### src/rtl/ccff_chain_loader_pkg.sv
// Shared types and elaboration-time helpers for the configuration-chain loader.
package ccff_chain_loader_pkg;

    typedef enum logic [2:0] {
        ST_IDLE,
        ST_MARKER,
        ST_LOAD,
        ST_DONE,
        ST_ERROR
    } state_t;

    localparam logic [31:0] DEFAULT_MARKER = 32'h0000_00A5;

    function automatic int ceil_div(input int num, input int den);
        return (num + den - 1) / den;
    endfunction

    // Width of a counter that must hold 0..max_val inclusive.
    function automatic int cnt_w(input int max_val);
        return (max_val < 1) ? 1 : $clog2(max_val + 1);
    endfunction

    function automatic logic bit_at(input logic [31:0] vec, input int idx);
        return |(vec & (32'h1 << idx));
    endfunction

endpackage

### src/rtl/ccff_chain_loader_if.sv
// Bitstream word stream (valid/ready) feeding the chain loader.
interface ccff_chain_loader_if #(
    parameter int WORD_W = 32
);
    logic [WORD_W-1:0] bs_data;
    logic              bs_valid;
    logic              bs_ready;

    modport master (output bs_data, output bs_valid, input bs_ready);
    modport slave  (input bs_data, input bs_valid, output bs_ready);
endinterface

### src/rtl/ccff_chain_loader_word_serializer.sv
// Word buffer that turns accepted bitstream words into a bit stream, LSB first,
// refilling on the same edge its last bit leaves so words flow without bubbles.
module ccff_word_serializer
    import ccff_chain_loader_pkg::*;
#(
    parameter int WORD_W    = 32,
    parameter int CHAIN_LEN = 1000
) (
    input  logic              clk,
    input  logic              rst,
    input  logic              clear,
    input  logic              enable,
    input  logic [WORD_W-1:0] word,
    input  logic              word_valid,
    output logic              word_ready,
    output logic              shift,
    output logic              bit_out
);
    localparam int WORDS     = ceil_div(CHAIN_LEN, WORD_W);
    localparam int LAST_BITS = CHAIN_LEN - (WORDS - 1) * WORD_W;
    localparam int BW        = cnt_w(WORD_W);
    localparam int WCW       = cnt_w(WORDS);

    logic [WORD_W-1:0] data_q;
    logic [BW-1:0]     bits_q;
    logic [WCW-1:0]    words_q;
    logic              take;

    assign shift      = enable && (bits_q != '0);
    assign word_ready = enable && (words_q != '0) && (bits_q <= BW'(1));
    assign take       = word_valid && word_ready;
    assign bit_out    = data_q[0];

    // Only the valid low bits of the final word are counted, so its padding never shifts.
    always_ff @(posedge clk) begin
        if (rst) begin
            words_q <= '0;
            bits_q  <= '0;
            data_q  <= '0;
        end else if (clear) begin
            words_q <= WCW'(WORDS);
            bits_q  <= '0;
            data_q  <= '0;
        end else if (take) begin
            words_q <= words_q - WCW'(1);
            bits_q  <= (words_q == WCW'(1)) ? BW'(LAST_BITS) : BW'(WORD_W);
            data_q  <= word;
        end else if (shift) begin
            bits_q  <= bits_q - BW'(1);
            data_q  <= data_q >> 1;
        end
    end

endmodule

### src/rtl/ccff_chain_loader.sv
// Configuration-chain writer: shifts a marker then the bitstream into ccff_head and
// verifies the marker arrives at ccff_tail before releasing IO isolation.
module ccff_chain_loader
    import ccff_chain_loader_pkg::*;
#(
    parameter int          CHAIN_LEN  = 1000,
    parameter int          WORD_W     = 32,
    parameter int          MARKER_LEN = 8,
    parameter logic [31:0] MARKER     = DEFAULT_MARKER
) (
    input  logic                prog_clk,
    input  logic                prog_reset,
    input  logic                start,
    ccff_chain_loader_if.slave  bs,
    output logic                prog_clk_en,
    output logic                ccff_head,
    input  logic                ccff_tail,
    output logic                IO_ISOL_N,
    output logic                busy,
    output logic                done,
    output logic                error
);
    localparam int TOTAL = CHAIN_LEN + MARKER_LEN;
    localparam int KW    = cnt_w(TOTAL);

    state_t        state_q, state_d;
    logic [KW-1:0] k_q;
    logic          mism_q;
    logic          launch;
    logic          ser_shift;
    logic          ser_bit;
    logic          shift_en;
    logic          last_shift;
    logic          tail_bad;

    assign launch     = start && ((state_q == ST_IDLE) || (state_q == ST_DONE) ||
                                  (state_q == ST_ERROR));
    assign shift_en   = (state_q == ST_MARKER) || ser_shift;
    assign last_shift = shift_en && (k_q == KW'(TOTAL - 1));
    assign prog_clk_en = shift_en;

    // Once k reaches CHAIN_LEN the marker bits shifted first must be leaving the tail.
    assign tail_bad = shift_en && (int'(k_q) >= CHAIN_LEN) &&
                      (ccff_tail != bit_at(MARKER, int'(k_q) - CHAIN_LEN));

    ccff_word_serializer #(
        .WORD_W    (WORD_W),
        .CHAIN_LEN (CHAIN_LEN)
    ) u_ser (
        .clk        (prog_clk),
        .rst        (prog_reset),
        .clear      (launch),
        .enable     (state_q == ST_LOAD),
        .word       (bs.bs_data),
        .word_valid (bs.bs_valid),
        .word_ready (bs.bs_ready),
        .shift      (ser_shift),
        .bit_out    (ser_bit)
    );

    always_ff @(posedge prog_clk) begin
        if (prog_reset) begin
            state_q <= ST_IDLE;
            k_q     <= '0;
            mism_q  <= 1'b0;
        end else begin
            state_q <= state_d;
            if (launch) begin
                k_q    <= '0;
                mism_q <= 1'b0;
            end else if (shift_en) begin
                k_q    <= k_q + KW'(1);
                mism_q <= mism_q | tail_bad;
            end
        end
    end

    always_comb begin
        state_d = state_q;
        case (state_q)
            ST_IDLE, ST_DONE, ST_ERROR: if (start) state_d = ST_MARKER;
            ST_MARKER: if (k_q == KW'(MARKER_LEN - 1)) state_d = ST_LOAD;
            ST_LOAD: begin
                if (last_shift) state_d = (mism_q || tail_bad) ? ST_ERROR : ST_DONE;
            end
            default: state_d = ST_IDLE;
        endcase
    end

    always_comb begin
        ccff_head = 1'b0;
        IO_ISOL_N = 1'b0;
        busy      = 1'b0;
        done      = 1'b0;
        error     = 1'b0;
        case (state_q)
            ST_MARKER: begin
                ccff_head = bit_at(MARKER, int'(k_q));
                busy      = 1'b1;
            end
            ST_LOAD: begin
                ccff_head = ser_bit;
                busy      = 1'b1;
            end
            ST_DONE: begin
                IO_ISOL_N = 1'b1;
                done      = 1'b1;
            end
            ST_ERROR: error = 1'b1;
            default: ;
        endcase
    end

endmodule
### src/flat_wrapper.sv
// flat-port wrapper written by rule: the top's interface ports become plain ports
module ccff_chain_loader_flat import ccff_chain_loader_pkg::*;
#(
    parameter int          CHAIN_LEN  = 1000,
    parameter int          WORD_W     = 32,
    parameter int          MARKER_LEN = 8,
    parameter logic [31:0] MARKER     = DEFAULT_MARKER
)
  (prog_clk, prog_reset, start, prog_clk_en, ccff_head, ccff_tail, IO_ISOL_N, busy, done, error, bs_bs_data, bs_bs_valid, bs_bs_ready);
  ccff_chain_loader_if #(.WORD_W(WORD_W)) bs_i ();
  input  logic prog_clk;
  input  logic prog_reset;
  input  logic start;
  output logic prog_clk_en;
  output logic ccff_head;
  input  logic ccff_tail;
  output logic IO_ISOL_N;
  output logic busy;
  output logic done;
  output logic error;
  input wire logic [$bits(bs_i.bs_data)-1:0] bs_bs_data;
  input wire logic [$bits(bs_i.bs_valid)-1:0] bs_bs_valid;
  output wire logic [$bits(bs_i.bs_ready)-1:0] bs_bs_ready;
  assign bs_i.bs_data = bs_bs_data;
  assign bs_i.bs_valid = bs_bs_valid;
  assign bs_bs_ready = bs_i.bs_ready;
  ccff_chain_loader #(.CHAIN_LEN(CHAIN_LEN), .WORD_W(WORD_W), .MARKER_LEN(MARKER_LEN), .MARKER(MARKER)) u_core (.prog_clk(prog_clk), .prog_reset(prog_reset), .start(start), .bs(bs_i), .prog_clk_en(prog_clk_en), .ccff_head(ccff_head), .ccff_tail(ccff_tail), .IO_ISOL_N(IO_ISOL_N), .busy(busy), .done(done), .error(error));
endmodule
### config.mk
export PLATFORM = sky130hd
export DESIGN_NAME = ccff_chain_loader_flat
export DESIGN_NICKNAME = d
export VERILOG_FILES = /design/src/rtl/ccff_chain_loader_pkg.sv /design/src/rtl/ccff_chain_loader_if.sv /design/src/rtl/ccff_chain_loader_word_serializer.sv /design/src/rtl/ccff_chain_loader.sv /design/src/flat_wrapper.sv
export SDC_FILE = /design/constraint.sdc
export NUM_CORES = 1
export LEC_CHECK = 0
export CAP_MARGIN = 20
export CORE_ASPECT_RATIO = 1.4
export CORE_MARGIN = 3
export CORE_UTILIZATION = 45
export CTS_CLUSTER_SIZE = 28
export DETAILED_ROUTE_END_ITERATION = 8
export DONT_BUFFER_PORTS = 1
export PLACE_DENSITY_LB_ADDON = 0.1
export SYNTH_ARGS = -nofsm -noshare
export SYNTH_HDL_FRONTEND = slang
export SYNTH_HIERARCHICAL = 1
export SYNTH_SLANG_ARGS = --single-unit
### constraint.sdc
create_clock -name prog_clk -period 2.82 [get_ports prog_clk]
set_input_delay 0.141 -clock prog_clk [delete_from_list [all_inputs] [get_ports prog_clk]]
set_output_delay 0.141 -clock prog_clk [all_outputs]
set_load 0.01 [all_outputs]
==> out/metrics.yaml <==
floorplanning:
  die_x_um: 74.3
  dieArea_um2: 7560
  die-height_um: 102
  core-area_um2: 6300
  core.rowCount: 34
  start_util_pct: 46.7
  io_pins: 44
clocking:
  cts_max_level: 3
  cts_resized: 0
  clk_latency_ns: 0.33
  numCtsBuffers: 9
  hold_buffers: 6
  cts.root.buffer_cell: "clkbuf_8"
  clockBufferDepth: 2
  cts.sinks: 58
  cts_setup_buffers: 0
  worst_setup_hold_path_clk_slew_ns: 0.07
  cts_tree: "done"
yosys:
  ys_top_cells_by_area: "dfxtp_1 (39%), a21oi_1 (13%), o21ai_0 (6.5%), nand2_1 (5.9%), ha_1 (4.3%)"
  yosysSeqAreaShare_pct: 39.5
  synth_edf_count: 0
  syn_area_um2: 2940
  synthFlopType: "dfxtp_1"
  yosysTopAreaCell: "dfxtp_1"
  ys.warnings.count: 6
  syn_nets: 413
  synthCells: 366
  async_flop_share_pct: 0
  synth.most_common_cell: "a21oi_1"
  yosysUniqueCellTypes: 51
  synth_top_area_share_pct: 39.5
  synth_seq_cells: 58
  syn_area_per_cell_um2: 8.04
  synth_common_cells: "a21oi_1 (74), dfxtp_1 (58), nand2_1 (46)"
sta:
  grt_setup_unrepaired: "false"
  fin_crit_sh_pct: 82.9
  hold_viol_final: 0
  timing.slew.headroom_pct: 39.7
  setup_ws_ns: 0.482
  fin_skew_ns: 0.00864
  setup_viol: 0
  whs_ns: 0.0103
  setup_tns_ns: 0
  finalCriticalPeriod_ns: 2.34
  timing.fmax_mhz: 428
  finalMaxSlewViolations: 0
  worst_slew_pin_slew_ns: 0.900
critical_path:
  cp_data_required_time_ns: 3.04
  cp_num_buf_inv: 2
  worstPathCellList: "inv_1 -> ha_1 -> a21bo_2 -> inv_2 -> or2_1 -> nand4_4 -> o31a_1 -> a221o_1"
  reg2reg_slack_ns: 0.48
  end_kind: "register"
  critical_path_class: "register to register"
  cp_max_fo: 9
  regToRegStartpoint: "u_core/u_ser/bits_q[0]"
  cp.arrival_ns: 2.55
  crit_family: "compound AO/OA/AOI/OAI gates"
  slowest_delay_ns: 0.41
  critPathSlowestCell: "dfxtp_1"
  worstSetupStartpointType: "register"
  rr_worst_depth: 8
  reg2reg_to: "u_core/state_q[1]"
cells_and_area:
  fin_cells: 443
  seq_area_um2: 1160
  syn_to_final_growth_pct: 8.80
  multi_input_area_um2: 1590
  final_util_pct: 50.8
  n_antenna_cell: 0
  fillers: 642
  layout-drive-gt1-share_pct: 8.36
  final_nets: 413
detailed_routing:
  wl_per_cell_um: 14.5
  drt-initial-drc-count: 73
  ant_nets: 0
  route.vias.total: 2491
  viasPerCell: 5.62
  wl_um: 6410
  dr.pass1.iters: 4
  drc_errors: 0
power_and_ir_drop:
  p_per_area_nw_per_um2: 684
  p_leak_nw: 1.11
  ir_drop_mv: 0.346
place:
  gp_congestion: 0.808
  dp_cells: 421
  place_ws_ns: 0.518
  port-buffer-count: 0
  dp_hpwl_um: 4390
grt:
  grt_max_degree: 42
  grt_pass1_vias: 2417
  grt-ovfl-total: 0
  grt_pass1_wl_um: 11000
  grt_usage_pct: 18.6
  antenna_found_initial: 0
status:
  status: "complete, no violations"
hold_path:
  worstHoldPathCells: 2
  holdCritStartpoint: "bs_bs_data[26]"
  hold_end: "u_core/u_ser/data_q[26]"
  hp-class: "input port to register"
job:
  maxCapViolCount: 0
-- cell type report --
| type | count | share of cell area, % |
|---|---|---|
| multi-input cells | 272 | 49.7 |
| clock inverters | 4 | 1.56 |
| flip-flops and latches | 58 | 36.3 |
| inverters | 13 | 1.52 |
| clock buffers | 12 | 4.85 |
| well taps | 72 | 2.81 |
| repair buffers | 12 | 3.28 |
-- power breakdown --
| group | switching (W) | total, W | internal, W |
|---|---|---|---|
| clock network | 0.000331 | 0.000786 | 0.000455 |
| logic | 0.000307 | 0.000489 | 0.000182 |
| registers | 0.0000445 | 0.000913 | 0.000869 |
| total | 0.000683 | 0.00219 | 0.00151 |
-- worst reg2reg max path: stages, from the launching register on --
cell,delay (ns)
dfxtp_1,0.41
inv_1,0.09
ha_1,0.25
a21bo_2,0.22
inv_2,0.05
or2_1,0.38
nand4_4,0.15
o31a_1,0.33
a221o_1,0.35
-- through the flow --
stage                     instance area (µm²)  total power, W
after floorplan                          2940         0.00133
after global placement                   2940         0.00141
after detailed placement                 2940         0.00141
after CTS                                3200         0.00221
after global routing                     3200         0.00232
final                                    3200         0.00219
-- cell families after synthesis --
logic type | synth area share, %
xor+xnor | 3.87
simple gates | 19.2
fa+ha+maj | 4.25
mux | 0.340
compound gates | 26.4
buf+inv | 6.46
flops | 39.5
-- sequential cells by signal (all words and copies together) (netlist names) --
signal	count
u_core/u_ser/bits_q	6
u_core/u_ser/words_q	6
u_core/state_q	3
u_core/u_ser/data_q	32
u_core/mism_q	1
u_core/k_q	10
-- worst max-delay path by stage --
stage                        endpoint                    from  cells past startpoint
floorplan           u_core/state_q[1]       u_core/state_q[0]                     11
global placement    u_core/state_q[1]  u_core/u_ser/bits_q[0]                      8
detailed placement  u_core/state_q[1]  u_core/u_ser/bits_q[0]                      8
CTS                 u_core/state_q[1]  u_core/u_ser/bits_q[0]                      8
global route        u_core/state_q[1]  u_core/u_ser/bits_q[0]                      8
finish              u_core/state_q[1]  u_core/u_ser/bits_q[0]                      8
-- placed cells by master (no fill, tap or decap), types with 2 or more instances in the layout --
master         instances
o31ai_1                2
nand2_1               46
ha_1                  10
inv_1                 12
clkinvlp_4             2
nand3_1                7
nor2_1                28
and2_1                 4
a21o_1                 2
clkbuf_8              11
nand4b_1               3
a21oi_1               74
o2111a_1               2
nand2b_1               2
buf_4                  6
a31oi_1                3
xor2_1                 4
xnor2_1                9
nand4_1                2
o211a_1                2
dlygate4sd3_1          6
or2_1                  2
o21ai_0               38
or3_1                  4
nor4_1                 2
a211oi_1               3
dfxtp_1               58
-- per-layer routing --
metal	vias up	track usage, %	routed length [µm]	part of all wire, %
met2	48	31.5	3170	49
met4	0	9.59	92	1.4
met3	8	2.98	278	4.3
li1	1281	-	-	-
met1	1154	22.3	2870	45
met5	-	0	0	0
(Power assumes the default switching activity.)
